$ cat config.mk
export PLATFORM = sky130hd
export DESIGN_NAME = uc_eng_tx
export DESIGN_NICKNAME = d
export VERILOG_FILES = /design/src/rtl/uc_pkg.sv /design/src/rtl/uc_lit_fifo.sv /design/src/rtl/uc_eng_tx.sv
export SDC_FILE = /design/constraint.sdc
export NUM_CORES = 1
export LEC_CHECK = 0
export CORE_MARGIN = 10
export CORE_UTILIZATION = 58
export CTS_CLUSTER_SIZE = 24
export DETAILED_ROUTE_END_ITERATION = 8
export MAX_ROUTING_LAYER = met4
export PLACE_DENSITY = 0.8
export SYNTH_ARGS = -nofsm -noshare
export SYNTH_HDL_FRONTEND = slang
export SYNTH_SLANG_ARGS = --single-unit
$ cat constraint.sdc
create_clock -name clk -period 3.1 [get_ports clk]
set_input_delay 0.62 -clock clk [delete_from_list [all_inputs] [get_ports clk]]
set_output_delay 0.62 -clock clk [all_outputs]
set_load 0.005 [all_outputs]
$ cat src/rtl/uc_pkg.sv
// -----------------------------------------------------------------------------
// uc_pkg
// Shared constants and types for the unit-clause transmit path.
//   UC_LENGTH  : size of the literal space
//   LIT_W      : literal width in bits
//   lit_t      : signed literal (two's complement, 0 reserved)
//   tx_state_e : transmitter FSM states
// -----------------------------------------------------------------------------
package uc_pkg;

  localparam int UC_LENGTH = 512;
  localparam int LIT_W     = $clog2(UC_LENGTH);

  typedef logic signed [LIT_W-1:0] lit_t;

  typedef enum logic [1:0] {
    IDLE  = 2'd0,
    RESP  = 2'd1,
    FLUSH = 2'd2
  } tx_state_e;

endpackage

$ cat src/rtl/uc_lit_fifo.sv
// -----------------------------------------------------------------------------
// uc_lit_fifo
// Single-engine literal FIFO.
// Optional build macro: UC_DEDUP_EN -- when defined, a push whose literal
// matches any currently valid entry is dropped.
// Ports:
//   clk, rst_n  : clock, asynchronous active-low reset
//   push        : push strobe (literal 0 is ignored)
//   push_lit    : literal to store
//   pop         : pop strobe (ignored when empty)
//   clear       : discard all entries; overrides push and pop
//   head        : oldest entry (valid only when !empty)
//   count       : number of stored entries
//   full, empty : status derived from the registered count
// -----------------------------------------------------------------------------
module uc_lit_fifo
  import uc_pkg::*;
#(
  parameter int LIT_W = uc_pkg::LIT_W,
  parameter int DEPTH = 4
) (
  input  logic                     clk,
  input  logic                     rst_n,
  input  logic                     push,
  input  logic [LIT_W-1:0]         push_lit,
  input  logic                     pop,
  input  logic                     clear,
  output logic [LIT_W-1:0]         head,
  output logic [$clog2(DEPTH):0]   count,
  output logic                     full,
  output logic                     empty
);

  localparam int PTR_W = $clog2(DEPTH);
  localparam int CNT_W = PTR_W + 1;

  logic [LIT_W-1:0] mem [DEPTH];
  logic [PTR_W-1:0] rd_ptr_q, rd_ptr_d;
  logic [PTR_W-1:0] wr_ptr_q, wr_ptr_d;
  logic [CNT_W-1:0] count_q, count_d;
  logic             dup;
  logic             do_push;
  logic             do_pop;

  assign full  = (count_q == CNT_W'(DEPTH));
  assign empty = (count_q == '0);
  assign head  = mem[rd_ptr_q];
  assign count = count_q;

`ifdef UC_DEDUP_EN
  // Only slots between the read pointer and read pointer + count hold live
  // data; stale slots must not suppress a push.
  logic [DEPTH-1:0] hit;
  for (genvar gi = 0; gi < DEPTH; gi++) begin : g_cmp
    logic [PTR_W-1:0] offs;
    assign offs    = PTR_W'(gi) - rd_ptr_q;
    assign hit[gi] = ({1'b0, offs} < count_q) && (mem[gi] == push_lit);
  end
  assign dup = |hit;
`else
  assign dup = 1'b0;
`endif

  // A full FIFO still accepts a push when the head leaves in the same cycle;
  // the write lands in the slot being vacated.
  assign do_pop  = pop & ~empty & ~clear;
  assign do_push = push & (|push_lit) & ~dup & (~full | do_pop) & ~clear;

  always_comb begin
    rd_ptr_d = rd_ptr_q;
    wr_ptr_d = wr_ptr_q;
    count_d  = count_q;
    if (clear) begin
      rd_ptr_d = '0;
      wr_ptr_d = '0;
      count_d  = '0;
    end else begin
      if (do_pop)  rd_ptr_d = rd_ptr_q + PTR_W'(1);
      if (do_push) wr_ptr_d = wr_ptr_q + PTR_W'(1);
      count_d = count_q + CNT_W'(do_push) - CNT_W'(do_pop);
    end
  end

  always_ff @(posedge clk or negedge rst_n) begin
    if (!rst_n) begin
      rd_ptr_q <= '0;
      wr_ptr_q <= '0;
      count_q  <= '0;
    end else begin
      rd_ptr_q <= rd_ptr_d;
      wr_ptr_q <= wr_ptr_d;
      count_q  <= count_d;
    end
  end

  // Storage carries no reset; contents are only observed through count.
  always_ff @(posedge clk) begin
    if (do_push) mem[wr_ptr_q] <= push_lit;
  end

endmodule

$ cat src/rtl/uc_eng_tx.sv
// -----------------------------------------------------------------------------
// uc_eng_tx
// Engine-side transmitter toward the unit-clause arbiter. Buffers literals
// from NUM_ENGINE engines in per-engine FIFOs, answers a one-hot grant with a
// single-cycle response and flushes everything on conflict.
// Optional build macro: UC_DEDUP_EN (duplicate-literal suppression per FIFO).
// Ports:
//   clk, rst_n     : clock, asynchronous active-low reset
//   eng_push       : per-engine push strobe
//   eng_lit        : per-engine literal, packed engine-major
//   eng_full       : per-engine FIFO full
//   engmask        : grant from arbiter, lowest set bit wins
//   conflict       : flush request
//   eng2uca_valid  : one-cycle response strobe
//   eng2uca_empty  : granted engine had nothing to send
//   eng2uca        : literal returned to the arbiter
//   busy           : any FIFO holds data
// -----------------------------------------------------------------------------
module uc_eng_tx #(
  parameter int NUM_ENGINE = 4,
  parameter int UC_LENGTH  = 512,
  parameter int FIFO_DEPTH = 4
) (
  input  logic                                      clk,
  input  logic                                      rst_n,
  input  logic [NUM_ENGINE-1:0]                     eng_push,
  input  logic [NUM_ENGINE*$clog2(UC_LENGTH)-1:0]   eng_lit,
  output logic [NUM_ENGINE-1:0]                     eng_full,
  input  logic [NUM_ENGINE-1:0]                     engmask,
  input  logic                                      conflict,
  output logic                                      eng2uca_valid,
  output logic                                      eng2uca_empty,
  output logic [$clog2(UC_LENGTH)-1:0]              eng2uca,
  output logic                                      busy
);
  import uc_pkg::*;

  localparam int LIT_BITS = $clog2(UC_LENGTH);
  localparam int SEL_W    = (NUM_ENGINE > 1) ? $clog2(NUM_ENGINE) : 1;
  localparam int CNT_W    = $clog2(FIFO_DEPTH) + 1;

  tx_state_e            state_q, state_d;
  logic                 valid_q, valid_d;
  logic                 empty_q, empty_d;
  logic [LIT_BITS-1:0]  lit_q, lit_d;

  logic [SEL_W-1:0]     sel;
  logic [NUM_ENGINE-1:0] pop_vec;
  logic                 flush;
  logic [NUM_ENGINE-1:0] fifo_empty;
  logic [NUM_ENGINE-1:0] fifo_full;
  logic [LIT_BITS-1:0]  head_arr  [NUM_ENGINE];
  logic [CNT_W-1:0]     count_arr [NUM_ENGINE];

  for (genvar gi = 0; gi < NUM_ENGINE; gi++) begin : g_fifo
    uc_lit_fifo #(
      .LIT_W (LIT_BITS),
      .DEPTH (FIFO_DEPTH)
    ) u_fifo (
      .clk      (clk),
      .rst_n    (rst_n),
      .push     (eng_push[gi]),
      .push_lit (eng_lit[gi*LIT_BITS +: LIT_BITS]),
      .pop      (pop_vec[gi]),
      .clear    (flush),
      .head     (head_arr[gi]),
      .count    (count_arr[gi]),
      .full     (fifo_full[gi]),
      .empty    (fifo_empty[gi])
    );
  end

  // Lowest set grant bit wins; scanning downward leaves the lowest index last.
  always_comb begin
    sel = '0;
    for (int i = NUM_ENGINE - 1; i >= 0; i--) begin
      if (engmask[i]) sel = SEL_W'(i);
    end
  end

  always_comb begin
    state_d = state_q;
    pop_vec = '0;
    flush   = 1'b0;
    valid_d = 1'b0;
    empty_d = 1'b0;
    lit_d   = '0;
    case (state_q)
      IDLE: begin
        // Conflict outranks a simultaneous grant: nothing is popped.
        if (conflict) begin
          state_d = FLUSH;
        end else if (|engmask) begin
          pop_vec[sel] = 1'b1;
          valid_d      = 1'b1;
          empty_d      = fifo_empty[sel];
          lit_d        = fifo_empty[sel] ? '0 : head_arr[sel];
          state_d      = RESP;
        end
      end
      RESP: begin
        // The registered response is on the outputs now; grants are ignored.
        state_d = conflict ? FLUSH : IDLE;
      end
      FLUSH: begin
        flush   = 1'b1;
        state_d = IDLE;
      end
      default: state_d = IDLE;
    endcase
  end

  always_ff @(posedge clk or negedge rst_n) begin
    if (!rst_n) begin
      state_q <= IDLE;
      valid_q <= 1'b0;
      empty_q <= 1'b0;
      lit_q   <= '0;
    end else begin
      state_q <= state_d;
      valid_q <= valid_d;
      empty_q <= empty_d;
      lit_q   <= lit_d;
    end
  end

  // Status comes from registered counts only; tie off unused count bits.
  logic [NUM_ENGINE-1:0] nonempty;
  for (genvar gi = 0; gi < NUM_ENGINE; gi++) begin : g_stat
    assign nonempty[gi] = (count_arr[gi] != '0);
  end

  assign eng_full      = fifo_full;
  assign busy          = |nonempty;
  assign eng2uca_valid = valid_q;
  assign eng2uca_empty = empty_q;
  assign eng2uca       = lit_q;

endmodule

==> results.txt, run 1 <==
Synth-to-Final Area Change - 21.96%
Post-synthesis sequential area ratio - 67.96%
Worst-case clock buffer depth - 2
CORE AREA - 0.01330 mm^2
Post-CTS Resized - 0
1st-pass router iterations - 5
Mapped Cells - 462
Internal power - 5.373 mW
Crit end category - register
Clock Latency Late Sink - 0.43 ns
Clock Pin Slew Worst Setup and Hold Paths - 0.06 ns
Arrival @ worst endpoint - 3.11 ns
CP cell instances - clkdlybuf4s50_1 > or3_4 > buf_4 > o21ai_0 > and3_1 > nor2b_1 > ha_1 > fa_1 > nor2b_1
Syn Nets - 537
Fin. Hold Viols - 0
#FFs+latches synth - 185
Max-cap violations - 0
Netlist cell types - 38
Largest net degree at the start of global routing - 42
Outcome - finished clean
Initial Util - 59.21%
Final period util - 90.99%
Peak supply drop - 478.6 uV
Crit-path max cell delay - 0.42 ns
Post-CTS Hold Fix Bufs - 0
First-pass GRT wire length - 24780 um
Vias in the first global route - 4532
Layout cells sized above 1 - 20.45%
Die height - 136.5 um
Cts bufs inserted - 17
Layout Skew - 0.009432 ns
DP Worst Slack - -0.1610 ns
CTS tree - built
Pleak - 3.578 nW
Gr usage total - 18.44%
Synth Warn # - 0
Req. time, crit path - 3.39 ns
Max_slew headroom - 37.83%
Total gr overflow - 0
# setup viols final - 0
Clk sinks - 185
Seq pwr share - 46.3%
DP Wirelength - 11080 um
Initial DRC Count - 496
Width of the die - 136.5 um
Antenna diodes - 0
Final setup margin - 0.2792 ns
Fin nets - 634
RSZ-0062 raised after global routing - no
Min Clock Period, post-route - 2.821 ns
IO Port Bufs - 62
DR WL/cell - 20.87 um
CP Max Fanout - 4
Part of the power in the clock network - 32.2%
Final Hold Slack - 0.3161 ns
Switching portion of total power - 25.95%
Fin. max-slew vios - 0
Die area - 0.01863 mm^2
Post-Synthesis Cell Area - 0.007873 mm^2
DR DRC count - 0
Critical path's slowest cell - clkdlybuf4s50_1
WS Path Type - primary input to register
Slew @ Worst Pin - 0.9326 ns
H-tree Lvls - 4
Via count - 4281
Most Frequent Cell on Critical Path - nor2b_1
Final antenna-violating net count - 0
PD cells - 755.7 mW/mm^2
Cell row count - 42
GPL Wtd Cong - 0.7988
DR vias/cell - 5.723
Total Wirelength - 15610 um
Root Buffer - clkbuf_16
Antenna violations before repair - 0
Hold WC Path Type - primary input to asynchronous set/reset pin
Number of post-CTS setup repair buffers - 0
Crit path launch type - primary input
Max Freq - 354.5 MHz
Switch Pwr - 1.883 mW
Syn avg cell area - 17.04 um^2
Num ports - 63
Combinational Power Share - 21.5%
critical path: cells and delay by family:
kind                       cells  cell delay (ns)
buffers and inverters          2             0.58
adders and majority gates      2             0.61
and+or+nand+nor                4             1.00
AOI/OAI and AO/OA              1             0.29
cells in the final DEF (no fill, tap or decap), types with 3 or more instances in the layout:
cell             synthesis  routed
fa_1                     4       4
bufinv_16                0       3
and2_1                  16      16
nor3b_1                  3       3
mux4_2                  36      36
xnor2_1                 13      13
nor4_1                   4       4
clkbuf_16                0      20
buf_4                    4      32
buf_12                   0       5
mux2i_1                 13      13
nor3_1                   9       9
nor2b_1                 16      16
nand2_1                  7       7
ha_1                    24      24
xor2_1                   7       7
nand3_1                  4       4
inv_1                   26      26
a211oi_1                19      19
edfxtp_1               144     144
clkinv_2                 0       4
clkdlybuf4s50_1          0      61
dfrtp_1                 41      41
nor2_1                  33      33
flip-flops by register name, indices dropped and copies added, names as in the netlist:
name	cells
eng2uca_valid	1
g_fifo.u_fifo.count	12
state_q	2
g_fifo.u_fifo.wr_ptr_q	8
eng2uca_empty	1
g_fifo.u_fifo.rd_ptr_q	8
eng2uca	9
g_fifo.u_fifo.mem	144
power by group through the flow:
| stage | Sequential [mW] | Combinational [mW] | Clock (mW) |
|---|---|---|---|
| 2_1_floorplan | 3.29 | 1.04 | 0 |
| 3_3_place_gp | 3.38 | 1.49 | 0 |
| 3_5_place_dp | 3.41 | 1.57 | 0 |
| 4_1_cts | 3.37 | 1.59 | 2.36 |
| 5_1_grt | 3.41 | 1.73 | 2.46 |
| 6_report | 3.36 | 1.56 | 2.33 |
through the flow:
stage | total power [mW] | util (%) | instances | instance area (um^2) | setup TNS (ns)
finish | 7.256 | 72.22 | 748 | 9602 | 0
global route | 7.607 | 72.22 | 748 | 9602 | 0
CTS | 7.316 | 72.22 | 748 | 9602 | 0
detailed placement | 4.981 | 67.27 | 716 | 8944 | -0.4326
global placement | 4.865 | 67.27 | 716 | 8944 | -0.03112
floorplan | 4.330 | - | 462 | 7873 | 0
cell type report:
type                       instances  area [um^2]
sequential                       185         5350
fill                             801         3694
multi-input combinational        230         2320
timing repair buffer              99        955.9
clock buffer                      22        528.0
tap                              176        220.2
clock inverter                    10        130.1
inverter                          26        97.59
cell usage after synthesis (all sizes together):
| cell type | n | area share, % |
|---|---|---|
| and2b | 3 | 0.32 |
| or3 | 1 | 0.14 |
| o211ai | 1 | 0.16 |
| o211a | 3 | 0.48 |
| or2 | 1 | 0.080 |
| buf | 16 | 1.1 |
| mux4 | 36 | 10 |
| fa | 4 | 1.0 |
| o21ai | 5 | 0.32 |
| xnor2 | 13 | 1.4 |
| a21oi | 2 | 0.13 |
| nor4 | 4 | 0.32 |
| nand4 | 1 | 0.080 |
| nor3 | 9 | 0.57 |
| and4bb | 1 | 0.16 |
| and3 | 1 | 0.080 |
| a211oi | 19 | 1.8 |
| inv | 26 | 1.2 |
| nor4b | 2 | 0.60 |
| xor2 | 7 | 0.78 |
| nor2b | 17 | 1.4 |
| ha | 24 | 3.8 |
| nor2 | 33 | 1.6 |
| edfxtp | 144 | 55 |
| dfrtp | 41 | 13 |
| nand3 | 4 | 0.25 |
| mux2i | 13 | 1.7 |
| clkbuf | 5 | 0.24 |
| nor3b | 3 | 0.29 |
| and2 | 16 | 1.3 |
| nand2 | 7 | 0.33 |
cell families after synthesis:
family | after synthesis | synth area share (%)
DFF | 185 | 67.96
and+or+nand+nor | 103 | 7.518
muxes | 49 | 11.95
buffers and inverters | 47 | 2.622
AOI/OAI and AO/OA | 30 | 2.893
adders and majority gates | 28 | 4.832
xor gates and xnor gates | 20 | 2.225
final timing paths:
kind	startpoint	end	slack (ns)	cells after the start
max	conflict	g_fifo[0].u_fifo.count[1]	0.28	9
min reg2reg	state_q[1]	state_q[1]	0.57	1
max reg2reg	state_q[1]	g_fifo[0].u_fifo.count[1]	0.45	8
min	rst_n	g_fifo[3].u_fifo.wr_ptr_q[1]	0.32	1
max in group asynchronous	rst_n	g_fifo[0].u_fifo.rd_ptr_q[1]	2.18	1
min in group clk	state_q[1]	state_q[1]	0.57	1
per-layer routing:
layer | vias to the layer above | part of all wire, % | track usage [%]
met1 | 2184 | 42 | 22.82
met4 | 0 | 2.5 | 7.278
met2 | 128 | 51 | 29.31
met5 | - | 0 | -
met3 | 36 | 4.4 | 3.922
li1 | 1933 | - | -
No activity file was read; power rests on OpenSTA's default activity.
==> run 2, diff against run 1 <==
Settings changed: CTS_CLUSTER_SIZE 24 to 12.
==> results of run 2 <==
Same layout as run 1: the final DEF is identical, and so are final timing and power.
==> run 3, diff against run 2 <==
Settings changed: ABC_CLOCK_PERIOD_IN_PS set to 3100, CORE_MARGIN 10 to not set, CORE_UTILIZATION 58 to 30, PLACE_DENSITY 0.8 to not set.
==> run 3 against run 2 <==
Against the previous run:
- final cell count rose by 21%
- clock skew barely moved
- critical path depth rose by 2
- fmax fell by 0.11%
- wire length rose by 2.5%
- core utilization fell by 34 points
- power fell by 3.1%
- combinational power barely moved
- critical endpoint is now g_fifo[1].u_fifo.count[2]
- via count fell by 3.2%
- critical path type unchanged
- register-to-register slack got worse by 0.02 ns
- sequential power barely moved
==> results.txt, run 3 (synthesis gave the netlist of run 1 again) <==
Fin. max-slew vios - 0
Post-route setup TNS - 0 ns
Clk sinks - 185
CP Max Fanout - 5
Die height - 164.0 um
Pleak - 3.547 nW
DR WL/cell - 17.70 um
Max-cap violations - 0
RSZ-0062 raised after global routing - no
Final setup margin - 0.2760 ns
Arrival @ worst endpoint - 3.14 ns
Root Buffer - clkbuf_16
Cell row count - 58
Die area - 0.02689 mm^2
DR vias/cell - 4.584
First-pass GRT wire length - 25090 um
Final antenna-violating net count - 0
Top sig layer - met4
Total gr overflow - 0
IO Port Bufs - 62
CP cell instances - clkdlybuf4s50_1 > or3_4 > nor4b_4 > o211a_4 > nor2b_4 > ha_1 > inv_1 > fa_1 > xor2_1 > xnor2_1 > nor2_1
Commonest non-fill, non-tap cell in the layout - edfxtp_1
Number of post-CTS setup repair buffers - 0
Worst Reg-to-Reg Cells - 10
Final period util - 91.10%
Crit end category - register
1st-pass router iterations - 4
# setup viols final - 0
Clock Latency Late Sink - 0.43 ns
FF+latch area - 0.005350 mm^2
Crit path launch type - primary input
Synth-to-Final Area Change - 23.74%
Num ports - 63
Metal2 WL - 7807 um
Final Hold Slack - 0.3345 ns
Outcome - finished clean
Layout cells sized above 1 - 20.73%
CORE AREA - 0.02547 mm^2
Max_slew headroom - 36.86%
H-tree Lvls - 4
# fillers - 2341
Gr usage total - 13.11%
Initial Util - 30.91%
Max FFs per register - 144
Placed cell count - 872
Peak supply drop - 382.9 uV
Most frequent cells in the layout - edfxtp_1, clkdlybuf4s50_1, dfrtp_1
Req. time, crit path - 3.41 ns
Width of the die - 164.0 um
Met3 wire len - 614 um
Fin. Hold Viols - 0
Via count - 4144
Fin nets - 636
CTS tree - built
Largest net degree at the start of global routing - 42
GPL Wtd Cong - 0.7709
DP Worst Slack - -0.1992 ns
Multi-input gate area - 0.002320 mm^2
DP Wirelength - 11730 um
Layout Cells excl Fill - 904
Vias in the first global route - 4478
WS Path Type - primary input to register
Antenna diodes - 0
WP depth - 11
CP Buf/Inv Count - 2
Top reg by flops - g_fifo.u_fifo.mem
Critical path's slowest cell - clkdlybuf4s50_1
DR DRC count - 0
Layout Skew - 0.009604 ns
PD cells - 721.9 mW/mm^2
Crit-path max cell delay - 0.42 ns
Post-CTS Hold Fix Bufs - 0
Total Wirelength - 16000 um
Worst-case clock buffer depth - 2
Post-CTS Resized - 0
Hold WC Path Type - primary input to asynchronous set/reset pin
Max Freq - 354.1 MHz
Clock Pin Slew Worst Setup and Hold Paths - 0.07 ns
Cts bufs inserted - 17
Worst path top cell family by delay - simple AND/OR/NAND/NOR gates
Min Clock Period, post-route - 2.824 ns
Initial DRC Count - 260
Slew @ Worst Pin - 0.9471 ns
Antenna violations before repair - 0
M1 wire length - 7375 um
run 3: changes by cell type in the layout (fill, tap and decap cells not counted):
cell,change
clkinv_2,-3
clkbuf_8,-2
inv_4,-2
bufinv_16,-2
buf_12,+1
buf_4,+1
inv_8,+2
clkbuf_16,-3
inv_6,+7
clkinv_4,+3
run 3: cell type report:
cell class                      count  share of cell area, %
Clock buffer                       17                  4.367
Clock inverter                     15                  1.567
Inverter                           26                  1.002
Multi-Input combinational cell    230                  23.81
Sequential cell                   185                  54.92
Tap cell                          330                  4.238
Timing Repair Buffer              101                  10.10
run 3: metal layers:
layer  vias up  GRT usage [%]
met4         0          4.167
met5         -              -
li1       1931              -
met3        14          2.500
met2        72          21.01
met1      2127          16.78
run 3: worst paths after layout:
check | start | end | slack, ns
worst max-delay path | conflict | g_fifo[1].u_fifo.count[2] | 0.28
worst min-delay path | rst_n | state_q[0] | 0.33
worst max register to register | state_q[1] | g_fifo[1].u_fifo.count[2] | 0.43
worst min register to register | g_fifo[2].u_fifo.wr_ptr_q[1] | g_fifo[2].u_fifo.wr_ptr_q[1] | 0.59
max in group asynchronous | rst_n | eng2uca_valid | 2.17
min in group clk | g_fifo[2].u_fifo.wr_ptr_q[1] | g_fifo[2].u_fifo.wr_ptr_q[1] | 0.59
run 3: where the power goes:
group	leakage (nW)	switching, mW	total, mW	internal (mW)
logic	1.41	0.747	1.57	0.821
registers	1.85	0.253	3.35	3.10
clock network	0.284	0.976	2.11	1.14
total	3.55	1.98	7.03	5.06
run 3: stage by stage:
stage                     area (um^2)  power (mW)  utilization (%)
final                            9742       7.033            38.25
after global routing             9742       7.389            38.25
after CTS                        9742       7.118            38.25
after detailed placement         9164       5.010            35.98
after global placement           9164       4.897            35.98
after floorplan                  7873       4.330                -
